===== src/rtl/reg_fifo.sv =====
// reg_fifo: synchronous FIFO built from a DEPTH x n register array.
// Decouples a producer writing on some cycles from a consumer reading on
// others, and reports occupancy, full/empty status and misuse pulses.
//
// Ports:
//   clk        rising-edge clock
//   rst        asynchronous, active-high reset
//   wr_en, d   write request and data, sampled at rising clk
//   rd_en      read request, sampled at rising clk
//   q          registered read data; holds when no read is accepted
//   full       count == DEPTH
//   empty      count == 0
//   count      number of stored words, 0..DEPTH
//   overflow   one-cycle pulse after a rejected write
//   underflow  one-cycle pulse after a rejected read
module reg_fifo #(
  parameter int unsigned n     = 8,
  parameter int unsigned DEPTH = 4
) (
  input  logic                     clk,
  input  logic                     rst,
  input  logic                     wr_en,
  input  logic [n-1:0]             d,
  input  logic                     rd_en,
  output logic [n-1:0]             q,
  output logic                     full,
  output logic                     empty,
  output logic [$clog2(DEPTH):0]   count,
  output logic                     overflow,
  output logic                     underflow
);

  localparam int unsigned AW = $clog2(DEPTH);
  localparam int unsigned CW = AW + 1;

  logic [n-1:0]  mem [DEPTH];
  logic [AW-1:0] wp;
  logic [AW-1:0] rp;
  logic          wr_acc;
  logic          rd_acc;

  // A write into a full FIFO is still accepted when a read frees the slot
  // on the same edge; a read from an empty FIFO is never accepted (no bypass).
  assign wr_acc = wr_en && (!full || rd_en);
  assign rd_acc = rd_en && !empty;

  assign full  = (count == CW'(DEPTH));
  assign empty = (count == '0);

  // Storage is deliberately not reset; contents are unobservable until written.
  always_ff @(posedge clk) begin
    if (wr_acc) begin
      mem[wp] <= d;
    end
  end

  always_ff @(posedge clk or posedge rst) begin
    if (rst) begin
      wp        <= '0;
      rp        <= '0;
      q         <= '0;
      count     <= '0;
      overflow  <= 1'b0;
      underflow <= 1'b0;
    end else begin
      if (wr_acc) begin
        wp <= wp + AW'(1);
      end
      // When full with a simultaneous write, wp == rp: q takes the old word
      // because the memory write above only lands after this edge.
      if (rd_acc) begin
        q  <= mem[rp];
        rp <= rp + AW'(1);
      end
      unique case ({wr_acc, rd_acc})
        2'b10:   count <= count + CW'(1);
        2'b01:   count <= count - CW'(1);
        default: count <= count;
      endcase
      overflow  <= wr_en && full && !rd_en;
      underflow <= rd_en && empty;
    end
  end

endmodule


===== config.mk =====
export PLATFORM = sky130hd
export DESIGN_NAME = reg_fifo
export DESIGN_NICKNAME = d
export VERILOG_FILES = /design/src/rtl/reg_fifo.sv
export SDC_FILE = /design/constraint.sdc
export NUM_CORES = 1
export LEC_CHECK = 0
export CELL_PAD_IN_SITES_DETAIL_PLACEMENT = 2
export CELL_PAD_IN_SITES_GLOBAL_PLACEMENT = 2
export CORE_ASPECT_RATIO = 2
export CORE_MARGIN = 1
export CORE_UTILIZATION = 35
export CTS_CLUSTER_DIAMETER = 30
export DETAILED_ROUTE_END_ITERATION = 12
export DONT_BUFFER_PORTS = 1
export GPL_TIMING_DRIVEN = 0
export PLACE_DENSITY = 0.65
export SKIP_LAST_GASP = 1
export SLEW_MARGIN = 20
export SYNTH_ARGS = -nofsm -noshare
export SYNTH_HDL_FRONTEND = slang
export SYNTH_SLANG_ARGS = --single-unit

===== constraint.sdc =====
create_clock -name clk -period 1.9 [get_ports clk]
set_clock_uncertainty 0.05 [all_clocks]
set_input_delay 0.19 -clock clk [delete_from_list [all_inputs] [get_ports clk]]
set_output_delay 0.19 -clock clk [all_outputs]
set_load 0.02 [all_outputs]

# ---- Word-level counts from Yosys, hierarchy flattened
# Memory sizes are Yosys's and may differ from the RTL's. A register that Yosys moved wholly into a read port is not among the register bits.
# Cells that the tools add are included.
dict set report totals {
  register_bits 9
  ram_bits 32
  in_bits 12
  output_inout_bits 15
  mem_count 1
}
dict set report classes {
  add_sub_neg 4
  n_eq_ne 3
  mux 3
  n_reduce_logical 11
}
# name depth width read_ports rd_clocked_by_memory_dff wr line_no
set mem_list {}
lappend mem_list {mem 4 8 1 1 1 36} ;# logic [n-1:0] mem [DEPTH];
# op n
set ops {}
lappend ops {{case mux 3 bit (2 select lines)} 1}
lappend ops {{logical AND 1 bit} 5}
lappend ops {{adder 2 x 1 -> 2 bit (second input constant)} 2}
lappend ops {{adder 3 x 1 -> 3 bit (second input constant)} 1}
lappend ops {{equality test 3 bit (second input constant)} 1}
lappend ops {{zero test 1 bit} 3}
lappend ops {{zero test 3 bit} 1}
lappend ops {{subtractor 3 x 1 -> 3 bit (second input constant)} 1}
lappend ops {{equality test 2 x 1 -> 1 bit (second input constant)} 1}
lappend ops {{equality test 2 bit (second input constant)} 1}
lappend ops {{2-to-1 mux 1 bit} 2}
lappend ops {{nonzero test 2 bit} 1}
lappend ops {{logical OR 1 bit} 1}

# ---- Logic depth before layout (Yosys ltp)
# Gate-level depths: netlist (run 1).
dict set report depth {
  ltp_word 6
  ltp_mapped 9
  mapped_depth_nobuf 9
}

# ---- Worst setup path after synthesis (run 1)
# Ideal clock, no wire load.
dict set report synth_path {
  path_type {register -> register}
  from {register count[0]}
  to {register count[2]}
  arrival_time_ns 1.994
  t_required_ns 1.770
  setup_slack_ns -0.225
  path_stages_with_launch 10
  path_buffers 0
  period_less_slack_ns 2.125
  path_cell_list {dfrtp_1 -> nor4b_2 -> nor2b_2 -> inv_1 -> ha_1 -> inv_1 -> fa_1 -> xor2_1 -> nor2_1 -> xor2_1}
}
dict set report synth_between {
  elab_chain_cells 6
  word_cells_on_any_way 13
  cone_classes {add/sub (2); eq/ne (3); mux (1); reduce/logical (7)}
}
# item line_no
set synth_lines {}
lappend synth_lines {{start, declared} 28} ;# output logic [$clog2(DEPTH):0] count,
lappend synth_lines {{start signal, assigned} 76} ;# 2'b10: count <= count + CW'(1);
lappend synth_lines {{start signal, assigned} 77} ;# 2'b01: count <= count - CW'(1);
lappend synth_lines {{start signal, assigned} 78} ;# default: count <= count;
lappend synth_lines {{equality test 3 bit} 47} ;# assign full = (count == CW'(DEPTH));
lappend synth_lines {{zero test 1 bit} 44} ;# assign wr_acc = wr_en && (!full || rd_en);
lappend synth_lines {{logical OR 1 bit} 44}
lappend synth_lines {{logical AND 1 bit} 44}
lappend synth_lines {{equality test 2 x 1 -> 1 bit or equality test 2 bit (tied branches)} 75} ;# unique case ({wr_acc, rd_acc})
lappend synth_lines {{case mux 3 bit (2 select lines) or nonzero test 2 bit (tied branches)} n/a}
# Several ways; a longest one is shown, not always the timed one.
# A chain may end at the register's enable or synchronous reset.

# ---- Final worst setup path (run 1)
dict set report layout_path {
  from {register count[1]}
  to {register count[2]}
}
# Same word-level chain as after synthesis.

==> summary by stage, run 1 <==
Worst hold path
The worst hold path passes through 2 cells. The type of the tightest min-delay check is in -> reg. The origin of the worst min-delay path is rd_en. The path with the worst hold slack has its endpoint at overflow$_DFF_PP0_.

Timing
The setup-violating endpoint count in the final report is 1. The peak clock frequency supported by timing is 497 MHz. Summed over all failing endpoints, the final setup total negative slack is -0.113 ns. The worst hold slack is 0.0574 ns. At the pin with the least slew margin, the transition time is 0.714 ns. Headroom to the max-slew limit came out at 52.1%.

The portion of the clock cycle consumed by the worst path in the final layout is 106%. The clock period minus final worst setup slack is 2.01 ns. The final hold violation count is 0.

Setup repair after global routing could not meet its margin everywhere. The worst-case setup margin in the final layout is -0.113 ns. The count of final max-slew check failures is 0.

Floorplanning
The vertical die dimension is 108 µm. Once the floorplan was initialized, standard cells occupied 36.1% of the core. The number of top-level pins is 27. The total area inside the core boundary comes to 5420 µm².

The total die area is 5920 µm². The die boundary width is 54.9 µm. The number of core rows is 38.

Critical path
The data arrival time of the critical path is 2.19 ns. In this run the register-to-register setup slack is -0.11 ns. The endpoint identified for the worst register-to-register timing path is count[2]$_DFFE_PP0P_. The kind of end point of the critical path is a register. The category of the most critical setup path is reg -> reg. STA puts the critical path data required time at 2.08 ns. The startpoint identified for the worst register-to-register timing path is count[1]$_DFFE_PP0P_. The start point of the critical path is count[1]$_DFFE_PP0P_. The highest net fanout along the worst path is 5.

The element type at the critical path start is a register. Measured in cells, the most critical reg-to-reg path has a length of 9.

Yosys
The area of the mapped netlist is 1960 µm². The cell accounting for the most synthesized area is edfxtp_1. The post-synthesis sequential area ratio is 70.8%. After synthesis, the cell types taking the most area are edfxtp_1 (49%), dfrtp_1 (22%), mux4_2 (9.2%). The register bit count reported by yosys is 49. The Yosys step of the flow raised 0 warnings. Counting every net in the synthesized netlist gives 136. The synthesized netlist contains 22 unique library cells. In the synthesized netlist, the number of instances is 118.

The average size of a mapped cell is 16.6 µm². The share of Yosys cell area claimed by the top area cell type is 49.1%.

Pwr
The sum of internal, switching and leakage power is 3.41 mW. The power per standard cell area is 1490 nW/µm². The leakage power total is 0.888 nW. The worst supply voltage drop on vdd is 0.000864 V.

Run status
The run finished, with violations left. The final reports fail on negative setup slack.

Clock network
The cell at the root of the clock tree is clkbuf_8. The clock reaches the later pin of the worst-skew pair after 0.30 ns. In this run the number of H-tree levels came out at 2.

The number of clock buffers added by TritonCTS is 5. No sink is reached through more buffers than the 2 on the longest clock path. The clock net in this run drives a total of 49 sinks. The CTS clock-pin slew for the worst setup and hold paths is 0.10 ns. The clock tree from TritonCTS is done.

Global routing
The maximum number of pins on one net before global-route repair is 18. The number of antenna violations at the first check in global routing was 0. The via count of the first global-routing pass is 1095. After global routing the overflow that remains totals 0. The global-route usage over all layers is 15.6%. The first global-routing pass estimated 6.11 mm of wire.

Finish
After routing the design area is 2290 µm². For this run, the share of the core covered by cells in the final layout is 42.3%. The number of antenna diodes is 0.

The final cell count without fillers is 200. The share of layout cells above drive strength 1 is 22.9%. The final layout contains 157 nets. The area growth from synthesis to layout is 17.1%.

Place
The HPWL after detailed placement is 2.67 mm. The number of cells in the design after placement is 178. The count of input and output buffers is 0.

At the end of routability-driven placement, the weighted congestion stood at 0.687. The placed instances occupy a cell area of 2060 µm². The pre-CTS setup slack is -0.366 ns.

Detailed routing
The first-pass iteration count of the detailed router is 3. For this block, the initial DRC count from the detailed router was 11. The vias per cell is 4.86. The number of vias in the routed layout is 971. For this run, design rule violations remaining after detail routing come to 0.

The total wire length after detailed routing is 3.74 mm. The routed wire length per instance is 18.7 µm. The number of nets with antenna violations after detailed routing is 0.

Flow run
Max-cap violations in this run came to 0.
cell families after synthesis:
| family | synth area share [%] |
|---|---|
| flip-flops | 70.8 |
| AND/OR/NAND/NOR | 8.82 |
| buffers and inverters | 2.11 |
| multiplexers | 10.3 |
| XOR/XNOR | 2.68 |
| adder cells (fa/ha/maj) | 4.22 |
| AO/OA/AOI/OAI | 1.09 |
how the worst max path moves through the flow:
stage | end | slack (ns) | depth (start not counted)
finish | count[2]$_DFFE_PP0P_ | -0.11 | 9
global route | count[2]$_DFFE_PP0P_ | -0.23 | 9
CTS | count[2]$_DFFE_PP0P_ | -0.17 | 9
detailed placement | count[2]$_DFFE_PP0P_ | -0.37 | 8
global placement | count[2]$_DFFE_PP0P_ | -0.31 | 8
floorplan | count[2]$_DFFE_PP0P_ | -0.06 | 9
where the power goes:
group	switching (mW)	total (mW)	internal (mW)
sequential	0.351	1.82	1.47
clock	0.367	0.636	0.269
combinational	0.513	0.960	0.447
total	1.23	3.41	2.18
cell usage after synthesis:
library cell	number
nor4b_2	1
edfxtp_1	32
dfrtp_1	17
nor3_1	1
xor2_1	2
mux2i_1	1
inv_4	1
nand2_2	1
mux4_2	8
and3_1	1
ha_1	5
nor2b_2	1
nor2_1	1
buf_2	1
inv_1	7
and2_1	6
xnor2_1	4
o31ai_4	1
mux2_1	1
fa_1	1
clkbuf_1	1
nand2_1	24
state kept, by name, indices dropped and copies added, names as in the netlist:
name	count
q	8
rp	2
count	3
mem	32
wp	2
underflow	1
overflow	1
worst max-delay path: stages, from the launching register on:
cell and delay, ns:
dfrtp_2 0.51, nor4b_4 0.36, nor2b_4 0.07, inv_2 0.07
ha_4 0.12, inv_2 0.03, fa_2 0.32, xor2_1 0.15
nor2_1 0.11, xor2_1 0.15
timing repair:
item,CTS,global route
endpoints found under the setup margin,3,2
gates resized for setup,2,0
pin swaps,3,1
hold buffers,11,0
cloned,0,0
hold endpoints to repair,51,0
buffers inserted,3,0
cell usage in the layout (no fill, tap or decap), drive strengths merged, types with 5 or more instances in the layout:
cell,instances
inv,10
nand2,25
mux4,8
edfxtp,32
dfrtp,17
dlygate4sd3,11
ha,5
clkbuf,6
and2,6
area by class of cell:
type	count	area (µm²)
fillers	532	3130
flip-flops and latches	49	1390
multi-input cells	59	559
repair buffers	14	133
well taps	60	75.1
clock buffers	5	68.8
inverters	8	32.5
clock inverters	3	25.0
plain buffers	2	8.76
per-layer routing:
metal  track usage, %  routed length, µm  vias to the layer above
li1                 -                  -                      455
met1             17.2               1420                      489
met2             27.0               2100                       22
met3             3.81                130                        5
met4             6.43                 77                        0
met5                0                  0                        -
Note: power is estimated with default switching activity, not from simulation.
==> inputs of run 2 (changes only) <==
ABC_CLOCK_PERIOD_IN_PS = 1900   (was not set)
PLACE_DENSITY = not set   (was 0.65)
PLACE_DENSITY_LB_ADDON = 0.25   (was not set)
==> run 2 against run 1 <==
Net effect:
- the flow still finishes with violations (negative setup slack)
- critical path type unchanged
- die area stayed put
- via count increased by 1.4%
- hold slack worse by 0.0031 ns
==> summary by stage, run 2 (synthesis gave the netlist of run 1 again) <==
Run status
The flow ran to the end, but the final reports show violations. The checks that failed: negative setup slack.

Finish
The share of layout cells above drive strength 1 is 24.5% (+1.6 points). The number of fill cells is 536 (+0.75%). mem holds more flip-flops than any other register. The area growth from synthesis to layout is 18.3%. The final cell count without fillers is 203 (+1.5%). The area of all sequential standard cells is 1390 µm² (unchanged). The number of nets in the final layout is 160 (+1.9%). The number of antenna diodes is 0 (unchanged). Leaving out fill and tap cells, the most frequent cell in the layout is edfxtp_1. The utilization of the core after routing is 42.7% (+0.44 points). The number of flip-flops in the largest register is 32 (unchanged). The largest registers in the layout are mem x32, q x8, count x3. In the layout the commonest cells are edfxtp_1 (32), nand2_1 (24), dfrtp_1 (14), dlygate4sd3_1 (11), mux4_2 (8). The area of the multi-input gates was 559 µm² (unchanged).

Timing
Setup repair after global routing could not meet its margin everywhere. The clock period minus final worst setup slack is 2.07 ns (+0.0573 ns). The worst-case setup margin in the final layout is -0.170 ns (-0.0573 ns). The headroom to the max-slew limit is 51.9% (-0.12 points). The actual slew at the worst max-slew pin is 0.715 ns (+0.00182 ns). The peak clock frequency supported by timing is 483 MHz (-2.8%). The portion of the clock cycle consumed by the worst path in the final layout is 109% (+3.0 points). The count of final max-slew check failures came to 0 (unchanged). The setup-violating endpoint count in the final report came to 2 (+1). The final hold violation count came to 0 (unchanged).

Worst hold path
The type of the tightest min-delay check is in -> reg. The origin of the worst min-delay path is rd_en. The depth of the worst hold-timing path is 2 (unchanged). The endpoint of the worst hold path is overflow$_DFF_PP0_.

Floorplanning
The area inside the core boundary is 5420 µm² (unchanged). The effective utilization at floorplan is 36.1% (unchanged). The die boundary width was 54.9 µm (unchanged). The total die area is 5920 µm² (unchanged). The number of top-level pins is 27 (unchanged). The number of core rows came to 38 (unchanged).

The vertical die dimension is 108 µm (unchanged).

Pwr
The fraction of power consumed by the clock network was 18.4% (-0.2 points). The worst supply voltage drop on vdd is 0.000823 V (-4.8%). The leakage power total is 0.900 nW (+1.3%).

The internal cell power is 2.20 mW (+1.0%). The net switching power came to 1.26 mW (+2.1%). The fraction of power spent switching nets came to 36.3% (+0.24 points). The fraction of power consumed by combinational cells came to 29.1% (+1.0 points). The sequential cell fraction of total power is 52.5% (-0.8 points).

The power per standard cell area is 1490 nW/µm² (+0.37%).

Detailed routing
The number of vias in the routed layout is 985 (+1.4%). The total wire length after detailed routing came to 3.59 mm (-4.0%). The routed wire length per instance is 17.7 µm (-5.4%). The first-pass iteration count of the detailed router was 2 (-1). The vias per cell is 4.85 (about the same). The iteration-0 DRC count of the detailed router is 18 (+7). The number of nets with antenna violations after detailed routing is 0 (unchanged). The number of DRC violations after detailed routing is 0 (unchanged).

Critical path
In this run the critical register-to-register path is launched from count[1]$_DFFE_PP0P_. The reg-to-reg setup timing slack was -0.17 ns (-0.06 ns). The category of the most critical setup path is reg -> reg. In this run the critical register-to-register path is captured at count[2]$_DFFE_PP0P_. STA classifies the critical path endpoint as a register. The path depth of the worst reg2reg path is 9 (unchanged).

The data required time of the worst path is 2.08 ns (about the same). The highest net fanout along the worst path was 5 (unchanged). The worst setup path is launched from a register. The data arrival time of the critical path came to 2.25 ns (+0.06 ns).

Global routing
The maximum number of pins on one net before global-route repair is 18 (unchanged). The global-route usage over all layers was 14.8% (-0.89 points). The sum of overflow across all layers after global routing came to 0 (unchanged).

The number of antenna violations at the first check in global routing is 0 (unchanged). The via count of the first global-routing pass is 1175 (+7.3%). The first-pass GRT wire length is 5.85 mm (-4.2%).

Clock network
The cell at the root of the clock tree is clkbuf_8. The clock sink count is 49 (unchanged). The maximum buffer depth of the clock tree was 2 (unchanged). The maximum level of the CTS H-tree is 2 (unchanged). The CTS clock-pin slew for the worst setup and hold paths came to 0.09 ns (about the same). The total clock buffers created by CTS is 5 (unchanged). TritonCTS built the clock tree. The clock latency on the worst-skew pair came to 0.30 ns (about the same).

Place
The total half-perimeter wirelength after legalization and detailed placement was 2.56 mm (-4.3%). The final estimated routing congestion in global placement is 0.618 (-10%). The number of cells in the design after placement is 178 (unchanged). The count of input and output buffers was 0 (unchanged).

Flow run
The reported max-cap violation count is 0 (unchanged).
[run 2: worst max path at each step]
stage               slack (ns)  depth (start not counted)            startpoint                   end
finish                   -0.17                          9  count[1]$_DFFE_PP0P_  count[2]$_DFFE_PP0P_
global route             -0.30                          9  count[1]$_DFFE_PP0P_  count[2]$_DFFE_PP0P_
CTS                      -0.22                          9  count[1]$_DFFE_PP0P_  count[2]$_DFFE_PP0P_
detailed placement       -0.40                          8  count[2]$_DFFE_PP0P_  count[2]$_DFFE_PP0P_
global placement         -0.31                          8  count[2]$_DFFE_PP0P_  count[2]$_DFFE_PP0P_
floorplan                -0.06                          9  count[1]$_DFFE_PP0P_  count[2]$_DFFE_PP0P_
[run 2: worst max-delay path, stage by stage, from the launching register on]
cell and delay (ns):
dfrtp_2 0.51, nor4b_4 0.36, nor2b_4 0.08, inv_2 0.07, ha_4 0.12, inv_2 0.03
fa_2 0.33, xor2_1 0.15, nor2_1 0.14, xor2_1 0.16
[run 2: metrics by stage]
step           total power [mW]  hold WS, ns  TNS, ns  area (µm²)  setup slack (ns)
3_5_place_dp               2.82        0.183   -0.779        2060            -0.398
3_3_place_gp               2.73        0.167   -0.598        2060            -0.311
2_1_floorplan              2.54       0.0659  -0.0865        1990           -0.0592
5_1_grt                    3.70       0.0472   -0.404        2320            -0.298
4_1_cts                    3.53       0.0440   -0.277        2310            -0.216
6_report                   3.46       0.0543   -0.187        2320            -0.170
[run 2: area by class of cell]
| type | instances | share of cell area (%) |
|---|---|---|
| plain buffers | 2 | 0.378 |
| repair buffers | 17 | 6.70 |
| clock inverters | 3 | 1.13 |
| inverters | 8 | 1.40 |
| well taps | 60 | 3.24 |
| flip-flops and latches | 49 | 60.0 |
| clock buffers | 5 | 2.97 |
| multi-input cells | 59 | 24.1 |
[run 2: what timing repair did]
| action | 4_1_cts | 5_1_grt |
|---|---|---|
| setup buffers | 5 | 1 |
| endpoints found under the hold margin | 51 | 0 |
| pin swaps | 3 | 1 |
| hold buffers | 11 | 0 |
| gates cloned | 0 | 0 |
| gates resized for setup | 2 | 0 |
| setup endpoints to repair | 2 | 2 |
[run 2: per-layer routing]
metal	track usage, %	routed length, µm	vias up
li1	-	-	464
met1	15.4	1260	496
met2	26.4	2160	19
met3	3.11	89	6
met4	6.43	74	0
met5	0	0	-
[run 2: power groups by stage]
stage,combinational (mW),clock (mW),sequential [mW]
2_1_floorplan,0.749,0,1.79
3_3_place_gp,0.909,0,1.83
3_5_place_dp,0.974,0,1.85
4_1_cts,1.03,0.666,1.83
5_1_grt,1.13,0.700,1.87
6_report,1.01,0.638,1.82
